`src/rtl/lcd_text_frame_show.sv`:
```
// Text-mode screen generator: a COLS x ROWS character/attribute buffer whose cells are handed to
// lcd_show_char one at a time. Optional macro DIRTY_TRACK_EN redraws only modified cells.
module lcd_text_frame_show #(
  parameter int COLS   = 20,
  parameter int ROWS   = 5,
  parameter int CHAR_W = 8,
  parameter int CHAR_H = 16,
  parameter int X_OFF  = 1,
  parameter int Y_OFF  = 0,
  localparam int CELLS = COLS * ROWS,
  localparam int AW    = $clog2(COLS * ROWS)
) (
  input  logic          sys_clk,
  input  logic          sys_rst_n,
  input  logic          init_done,
  input  logic          show_char_done,
  input  logic          wr_en,
  input  logic [AW-1:0] wr_addr,
  input  logic [7:0]    wr_char,
  input  logic [1:0]    wr_attr,
  input  logic          pal_we,
  input  logic [1:0]    pal_idx,
  input  logic [15:0]   pal_bg,
  input  logic [15:0]   pal_fg,
  input  logic          refresh,
  output logic          en_size,
  output logic          show_char_flag,
  output logic [7:0]    ascii_num,
  output logic [8:0]    start_x,
  output logic [8:0]    start_y,
  output logic [15:0]   background_color,
  output logic [15:0]   front_color,
  output logic          busy
);

  localparam int CW = (COLS > 1) ? $clog2(COLS) : 1;
  localparam int RW = (ROWS > 1) ? $clog2(ROWS) : 1;
  localparam logic [AW-1:0] LAST_CELL = AW'(CELLS - 1);
  localparam logic [CW-1:0] LAST_COL  = CW'(COLS - 1);

  typedef enum logic [2:0] {
    IDLE,
    SCAN,
    LOAD,
    FLAG,
    WAIT
  } state_t;

  state_t state, state_nxt;

  logic [7:0]    char_mem   [CELLS];
  logic [1:0]    attr_mem   [CELLS];
  logic [15:0]   palette_bg [4];
  logic [15:0]   palette_fg [4];

  logic [AW-1:0] scan_ptr;
  logic [CW-1:0] scan_col;
  logic [RW-1:0] scan_row;

  logic          wr_ok;
  logic          cell_sel;
  logic          advance;
  logic [7:0]    cell_code;
  logic [1:0]    cell_attr;
  logic [7:0]    font_code;
  logic [8:0]    x_pix;
  logic [8:0]    y_pix;

  assign en_size        = (CHAR_H == 16) ? 1'b1 : 1'b0;
  assign show_char_flag = (state == FLAG);
  assign wr_ok          = wr_en && (wr_addr <= LAST_CELL);

`ifdef DIRTY_TRACK_EN
  logic [CELLS-1:0] dirty;
  logic [CELLS-1:0] dirty_set;
  logic [CELLS-1:0] dirty_clr;

  assign cell_sel = dirty[scan_ptr];
  assign busy     = ((state != IDLE) && (state != SCAN)) || (|dirty);

  // NOTE: every variable driven in always_comb gets a default first so no latch is inferred.
  always_comb begin
    dirty_set = '0;
    dirty_clr = '0;
    if (wr_ok) dirty_set[wr_addr] = 1'b1;
    if (refresh || !init_done) dirty_set = '1;
    if (state == LOAD) dirty_clr[scan_ptr] = 1'b1;
  end

  // Set is applied after clear so a write landing on the cell being loaded keeps it pending.
  always_ff @(posedge sys_clk or negedge sys_rst_n) begin
    if (!sys_rst_n) dirty <= '1;
    else            dirty <= (dirty & ~dirty_clr) | dirty_set;
  end
`else
  logic unused_refresh;

  assign unused_refresh = refresh;
  assign cell_sel       = 1'b1;
  assign busy           = init_done;
`endif

  always_ff @(posedge sys_clk or negedge sys_rst_n) begin
    if (!sys_rst_n) state <= IDLE;
    else            state <= state_nxt;
  end

  always_comb begin
    state_nxt = state;
    if (!init_done) begin
      state_nxt = IDLE;
    end else begin
      case (state)
        IDLE:    state_nxt = SCAN;
        SCAN:    if (cell_sel) state_nxt = LOAD;
        LOAD:    state_nxt = FLAG;
        FLAG:    state_nxt = WAIT;
        WAIT:    if (show_char_done) state_nxt = SCAN;
        default: state_nxt = IDLE;
      endcase
    end
  end

  // The pointer parks on a selected cell through SCAN and steps past it in LOAD, so the next
  // scan begins at (last drawn)+1. Column/row track it to avoid a divider.
  assign advance = (state == LOAD) || ((state == SCAN) && init_done && !cell_sel);

  always_ff @(posedge sys_clk or negedge sys_rst_n) begin
    if (!sys_rst_n) begin
      scan_ptr <= '0;
      scan_col <= '0;
      scan_row <= '0;
    end else if (advance) begin
      if (scan_ptr == LAST_CELL) begin
        scan_ptr <= '0;
        scan_col <= '0;
        scan_row <= '0;
      end else begin
        scan_ptr <= scan_ptr + 1'b1;
        if (scan_col == LAST_COL) begin
          scan_col <= '0;
          scan_row <= scan_row + 1'b1;
        end else begin
          scan_col <= scan_col + 1'b1;
        end
      end
    end
  end

  // NOTE: the buffer is built from flops and reset, because the screen must come up as blanks.
  always_ff @(posedge sys_clk or negedge sys_rst_n) begin
    if (!sys_rst_n) begin
      for (int i = 0; i < CELLS; i++) begin
        char_mem[i] <= 8'h20;
        attr_mem[i] <= 2'd0;
      end
    end else if (wr_ok) begin
      char_mem[wr_addr] <= wr_char;
      attr_mem[wr_addr] <= wr_attr;
    end
  end

  always_ff @(posedge sys_clk or negedge sys_rst_n) begin
    if (!sys_rst_n) begin
      palette_bg[0] <= 16'hAF7D;
      palette_fg[0] <= 16'h0000;
      palette_bg[1] <= 16'h815B;
      palette_fg[1] <= 16'hFFFF;
      palette_bg[2] <= 16'hFA20;
      palette_fg[2] <= 16'hFFFF;
      palette_bg[3] <= 16'hE73F;
      palette_fg[3] <= 16'h0000;
    end else if (pal_we) begin
      palette_bg[pal_idx] <= pal_bg;
      palette_fg[pal_idx] <= pal_fg;
    end
  end

  always_comb begin
    cell_code = char_mem[scan_ptr];
    cell_attr = attr_mem[scan_ptr];
    font_code = 8'd0;
    if ((cell_code >= 8'd32) && (cell_code <= 8'd126)) font_code = cell_code - 8'd32;
    x_pix = 9'(X_OFF + int'(scan_col) * CHAR_W);
    y_pix = 9'(Y_OFF + int'(scan_row) * CHAR_H);
  end

  // Glyph outputs change only in LOAD, so they stay frozen for lcd_show_char during FLAG/WAIT.
  always_ff @(posedge sys_clk or negedge sys_rst_n) begin
    if (!sys_rst_n) begin
      ascii_num        <= 8'd0;
      start_x          <= 9'd0;
      start_y          <= 9'd0;
      background_color <= 16'd0;
      front_color      <= 16'd0;
    end else if (state == LOAD) begin
      ascii_num        <= font_code;
      start_x          <= x_pix;
      start_y          <= y_pix;
      background_color <= palette_bg[cell_attr];
      front_color      <= palette_fg[cell_attr];
    end
  end

endmodule

```
`config.mk`:
```
export PLATFORM = sky130hd
export DESIGN_NAME = lcd_text_frame_show
export DESIGN_NICKNAME = d
export VERILOG_FILES = /design/src/rtl/lcd_text_frame_show.sv
export SDC_FILE = /design/constraint.sdc
export NUM_CORES = 2
export LEC_CHECK = 0
export CAP_MARGIN = 20
export CORE_ASPECT_RATIO = 2
export CORE_UTILIZATION = 62
export CTS_CLUSTER_DIAMETER = 100
export DETAILED_ROUTE_END_ITERATION = 8
export PLACE_DENSITY = 0.8
export SYNTH_ARGS = -nofsm -noshare
export SYNTH_HDL_FRONTEND = slang
export SYNTH_SLANG_ARGS = --single-unit
```
`constraint.sdc`:
```
create_clock -name sys_clk -period 4.2 [get_ports sys_clk]
set_input_delay 1.26 -clock sys_clk [delete_from_list [all_inputs] [get_ports sys_clk]]
set_output_delay 1.26 -clock sys_clk [all_outputs]
set_load 0.1 [all_outputs]
```
# ---- After elaboration in Yosys (flattened, before gate mapping)
# Index checks and enable logic that the tools add are counted.
dict set report classes {
  reduce_logical 7
  magnitude_cmp 9
  mux 31
  add_sub_neg 5
  n_bitwise 4
  eq_ne 7
}
# op count
set ops {}
lappend ops {{800-bit bitwise mux} 1}
lappend ops {{200-bit bitwise mux} 1}
lappend ops {{64-bit bitwise mux} 2}
lappend ops {{16-bit 2-to-1 mux} 5}
lappend ops {{16-bit binary-select mux with 2-bit select} 2}
lappend ops {{8-bit binary-select mux with 7-bit select} 1}
lappend ops {{8-bit demux with 7-bit select} 1}
lappend ops {{16-bit demux with 2-bit select} 1}
lappend ops {{8-bit 2-to-1 mux} 4}
lappend ops {{8-bit greater-or-equal comparator (second input constant)} 2}
lappend ops {{7-bit inverter with 8-bit output} 2}
lappend ops {{3-bit one-hot mux with 5 select lines} 1}
lappend ops {{2-bit binary-select mux with 7-bit select} 1}
lappend ops {{2-bit demux with 7-bit select} 1}
lappend ops {{3-bit 2-to-1 mux} 4}
lappend ops {{5-bit 2-to-1 mux} 2}
lappend ops {{1-bit by 8-bit adder with 9-bit output (first input constant)} 1}
lappend ops {{8-bit by 6-bit greater-or-equal comparator with 1-bit output (second input constant)} 1}
lappend ops {{8-bit by 7-bit <= comparator with 1-bit output (second input constant)} 1}
lappend ops {{8-bit by 1-bit < comparator with 1-bit output (second input constant)} 1}
lappend ops {{8-bit by 6-bit subtractor with 8-bit output (second input constant)} 1}
lappend ops {{7-bit by 1-bit adder with 7-bit output (second input constant)} 1}
lappend ops {{7-bit equality test (second input constant)} 1}
lappend ops {{7-bit <= comparator (second input constant)} 1}
lappend ops {{16 further kinds} 24}
dict set report word_totals {
  inputBits 58
  wordCells 280
  regBits 1198
}

# ---- Longest topological paths before layout
dict set report logic_depth {
  depth_word 8
  ltp_mapped 17
}

# ---- Worst setup path before layout
# Ideal clock, no wire load.
dict set report synth_path {
  path_kind {input port to flip-flop}
  from {input port wr_addr[4]}
  to {register attr_mem[86] (netlist name)}
  arrival_ns 3.209
  stages 7
  path_slack_ns 0.867
  required_ns 4.075
  cell_sequence {o311ai_0 > nand2_1 > nor2_1 > nand2_1 > clkbuf_1 > nor2_1 > mux2_2}
}
dict set report synth_between {
  elab_chain_len 6
  word_cells_on_any_way 9
  cone_classes {3 x order compare; 3 x mux; 1 x bitwise; 2 x reduce/logical}
}
# element line
set synth_rtl {}
lappend synth_rtl {{from (decl)} 18} ;# input logic [AW-1:0] wr_addr,
lappend synth_rtl {{7-bit inverter with 8-bit output (not written as such)} 159} ;# attr_mem[wr_addr] <= wr_attr;
lappend synth_rtl {{8-bit greater-or-equal comparator (not written as such) or 8-bit by 1-bit < comparator with 1-bit output (tied branches)} 159}
lappend synth_rtl {{1-bit logical AND (not written as such)} 159}
lappend synth_rtl {{2-bit 2-to-1 mux (not written as such)} 159}
lappend synth_rtl {{2-bit demux with 7-bit select} 159}
lappend synth_rtl {{200-bit bitwise mux} 159}
lappend synth_rtl {{to (signal, indexed assignment)} 159}
lappend synth_rtl {{to (decl)} 52} ;# logic [1:0] attr_mem [CELLS];
# Several ways; a longest one is shown, not always the timed one.
# A chain may end at the register's enable or synchronous reset.

# ---- Worst setup path after layout
dict set report layout_path {
  from {register scan_ptr[0]}
  to {register ascii_num[7]}
}
dict set report layout_between {
  elab_chain_len 7
  word_cells_on_any_way 9
  cone_classes {1 x add/sub; 2 x order compare; 4 x mux; 1 x bitwise; 1 x reduce/logical}
}
# element line
set layout_rtl {}
lappend layout_rtl {{from (decl)} 56} ;# logic [AW-1:0] scan_ptr;
lappend layout_rtl {{from (signal assigned)} 139} ;# scan_ptr <= scan_ptr + 1'b1;
lappend layout_rtl {{7-bit inverter with 8-bit output (not written as such) (*)} 180} ;# cell_code = char_mem[scan_ptr];
lappend layout_rtl {{8-bit binary-select mux with 7-bit select (*)} 180}
lappend layout_rtl {{8-bit 2-to-1 mux (not written as such) (*) (2 in series)} 180}
lappend layout_rtl {{8-bit by 6-bit greater-or-equal comparator with 1-bit output or 8-bit by 7-bit <= comparator with 1-bit output (tied branches)} 183} ;# if ((cell_code >= 8'd32) && (cell_code <= 8'd126)) font_code = cell_code - 8'd32;
lappend layout_rtl {{1-bit logical AND} 183}
lappend layout_rtl {{8-bit 2-to-1 mux (*)} 183}
lappend layout_rtl {{to (signal assigned)} 197} ;# ascii_num <= font_code;
lappend layout_rtl {{to (decl)} 28} ;# output logic [7:0] ascii_num,
# Every way passes the cells marked *; elsewhere a longest branch is shown, timed or not. The select of a mux whose other input is x is not followed.

==> metrics.yaml <==
synthesis:
  ys_ff_latch: 1195
  async_reset_ff_share_pct: 100
  yosysTopAreaCell: "dfrtp_1"
  synth_edf_count: 0
  synth_compound_area_share_pct: 3.19
  avgSynthCellArea_um2: 14.9
  synth.most_common_cell: "mux2_2"
  netlist_instances: 3652
  synth_fa_ha_area_share_pct: 0.115
  ys_warn_count: 0
  synth_ff_type: "dfrtp_1"
  synthMuxAreaShare_pct: 35.5
  synth_cell_types: 70
  yosysTopAreaCellShare_pct: 47.0
  synth_area_leaders: "dfrtp_1 (47%), mux2_2 (23%), dfstp_2 (8.2%)"
  seq_area_frac_synth_pct: 55.2
  synth_top_family_by_area: "multiplexers"
  synthTopCellsByCount: "mux2_2 (1133), dfrtp_1 (1025), mux2i_1 (213)"
  yosys.area_share.xor_xnor_pct: 0.0481
  synth-simple-area-share_pct: 3.41
  synthesis.area_um2: 54600
drt:
  vias_per_cell: 6.52
  vias: 33500
  drtPass1Iterations: 5
  drc: 0
  drt-wirelength-per-cell_um: 28.4
  detail-route-antenna-nets: 0
  totalWireLength_um: 146000
  first_iter_violations: 2834
power:
  p_leak_nw: 28.9
  irDropWorstVdd_mv: 0.446
  p_per_area_nw_per_um2: 529
  p_total_w: 0.0327
clocking:
  numCtsBuffers: 100
  insertion_delay_ps: 720
  cts-root-buf: "clkbuf_16"
  tritoncts: "yes"
  cts.path.max_buffers: 3
  htree_num_levels: 3
  clock-sinks: 1195
  clkTransAtPathRegs_ps: 70
setup_path:
  crit_path_end: "ascii_num[7]"
  arrival_ps: 4630
  reg2reg_depth: 12
  r2r-end: "ascii_num[7]"
  cp_max_fo: 11
  rr_startpoint: "scan_ptr[0]"
  critical_path_required_ps: 4810
  worstSetupStartpointType: "flop"
  end_kind: "flop"
  path_class: "reg -> reg"
  startpoint: "scan_ptr[0]"
  reg2reg_slack_ps: 180
placement:
  pre_cts_ws_ps: 78.5
  dpl.hpwl_um: 98000
  routabilityCongestion: 0.914
  portBuffers: 107
grt:
  antenna_found_initial: 3
  grt_pass1_vias: 35800
  grt_pass1_wl_um: 223000
  overflow: 0
  gr-usage-all-layers_pct: 33.8
  grt_start_max_net_pins: 101
floorplanning:
  die_w_um: 212
  row_count: 153
  dieArea_um2: 89300
  die_h_um: 422
  core_area_um2: 87100
  ios: 119
  initial_utilization_pct: 62.7
sta:
  worst_pin_slew_ps: 1180
  fin_crit_ps: 4020
  skew_ps: 27.9
  fmax_ghz: 0.249
  min_period_over_period_pct: 95.6
  rsz0062_at_grt: "false"
  maxSlewViolCount: 0
  finalHoldViolCount: 0
  setup_viol: 0
  hold_ws_ps: 490
  slew_headroom_pct: 21.5
  tns_ps: 0
  setup_slack_ps: 184
finish:
  drive_gt1_share_pct: 49.5
  synthToLayoutAreaGrowth_pct: 13.4
  final_nets: 3954
  utilization_pct: 71.1
  fill_cells: 5684
flow_run:
  cap_violations: 0
status:
  status: "completed"
min_path:
  holdCritPathClass: "reg -> reg"
[worst min-delay path by stage]
stage                       start       endpoint  depth (start not counted)
finish               ascii_num[1]   ascii_num[1]                          2
global route        char_mem[778]  char_mem[778]                          1
CTS                    start_x[7]     start_x[7]                          2
detailed placement     start_x[0]     start_x[0]                          1
global placement       start_x[0]     start_x[0]                          1
floorplan             scan_row[2]     start_y[6]                          2
[through the flow]
| step | instance area (µm²) | std cells |
|---|---|---|
| 6_report | 61900 | 5139 |
| 5_1_grt | 61900 | 5139 |
| 4_1_cts | 61800 | 5134 |
| 3_5_place_dp | 58400 | 4947 |
| 3_3_place_gp | 58400 | 4947 |
| 2_1_floorplan | 54600 | 3660 |
[cell type report]
type | instances | area (µm²) | area share, %
Sequential cell | 1195 | 30100 | 48.7
Multi-Input combinational cell | 2184 | 23100 | 37.4
Timing Repair Buffer | 399 | 3750 | 6.06
Clock buffer | 159 | 3050 | 4.92
Tap cell | 1162 | 1450 | 2.35
Clock inverter | 28 | 329 | 0.532
Inverter | 11 | 41.3 | 0.0667
Antenna cell | 1 | 2.50 | 0.00404
[layout by cell type, fill, tap and decap left out, types with 7 or more instances in the layout]
cell type        Yosys  routed
mux2_2            1133    1133
dfrtp_1           1025    1021
buf_4               41     264
mux2i_1            213     213
mux4_2             181     181
dfstp_2            170     170
nand2_1            158     158
clkbuf_16            0     103
nor2_1              94      94
clkdlybuf4s50_1      0      94
o221ai_1            43      43
a22oi_1             43      43
buf_12               2      38
clkbuf_1           164      30
o21ai_0             28      28
a21oi_1             27      26
clkbuf_8             0      26
nand3_1             21      20
nor2b_1             19      19
clkinv_2             0      16
nor3_1              15      15
a22o_1              15      15
nand2b_1            14      14
a211oi_1            14      14
mux4_1              13      13
inv_1               11      11
nand4_1             11      11
conb_1               2      10
a31oi_1              9       9
o31ai_1             10       9
nand3b_1             8       8
and3_1               8       8
and2_1               7       7
a221oi_1             7       7
bufinv_16            0       7
[report_power, final]
group / total [W] / internal (W) / switching, W
Combinational: 0.00952 / 0.00374 / 0.00578
Clock: 0.00966 / 0.00541 / 0.00425
Sequential: 0.0136 / 0.0128 / 0.000766
[state kept, by name, indices dropped and copies added (netlist names)]
register	count
start_y	3
state	3
scan_row	3
start_x	6
char_mem	800
palette_fg	64
scan_col	5
front_color	16
background_color	16
scan_ptr	7
ascii_num	8
palette_bg	64
attr_mem	200
[what timing repair did]
item                                   4_1_cts  5_1_grt
hold buffers                                 0        0
resized for setup                            0        3
endpoints found under the hold margin        0        0
buffers inserted                             0        1
setup endpoints to repair                    0        7
[critical path: stages (launching register included)]
cell and delay, ps:
dfrtp_4 650, buf_4 280, nor2b_1 510, buf_4 330, a221oi_1 100, o21ai_0 210
nand3_1 350, a32o_1 480, nand2_1 170, ha_1 170, and2_0 150, a32oi_2 220
o31ai_1 250
[cells by family (layout without fill, tap and decap cells)]
family / count (synthesis) / in the layout
flops: 1195 / 1195
compound gates: 234 / 234
other cells: 2 / 11
fa+ha+maj: 5 / 5
simple gates: 390 / 390
xor+xnor: 3 / 3
buf+inv: 281 / 597
mux: 1542 / 1542
[layer usage]
| layer | part of all wire, % | track usage [%] |
|---|---|---|
| met4 | 8.3 | 24.6 |
| met5 | 0.0089 | 0 |
| met3 | 5.3 | 5.95 |
| met2 | 51 | 56.5 |
| met1 | 36 | 39.0 |
No activity file was read; power rests on OpenSTA's default activity.
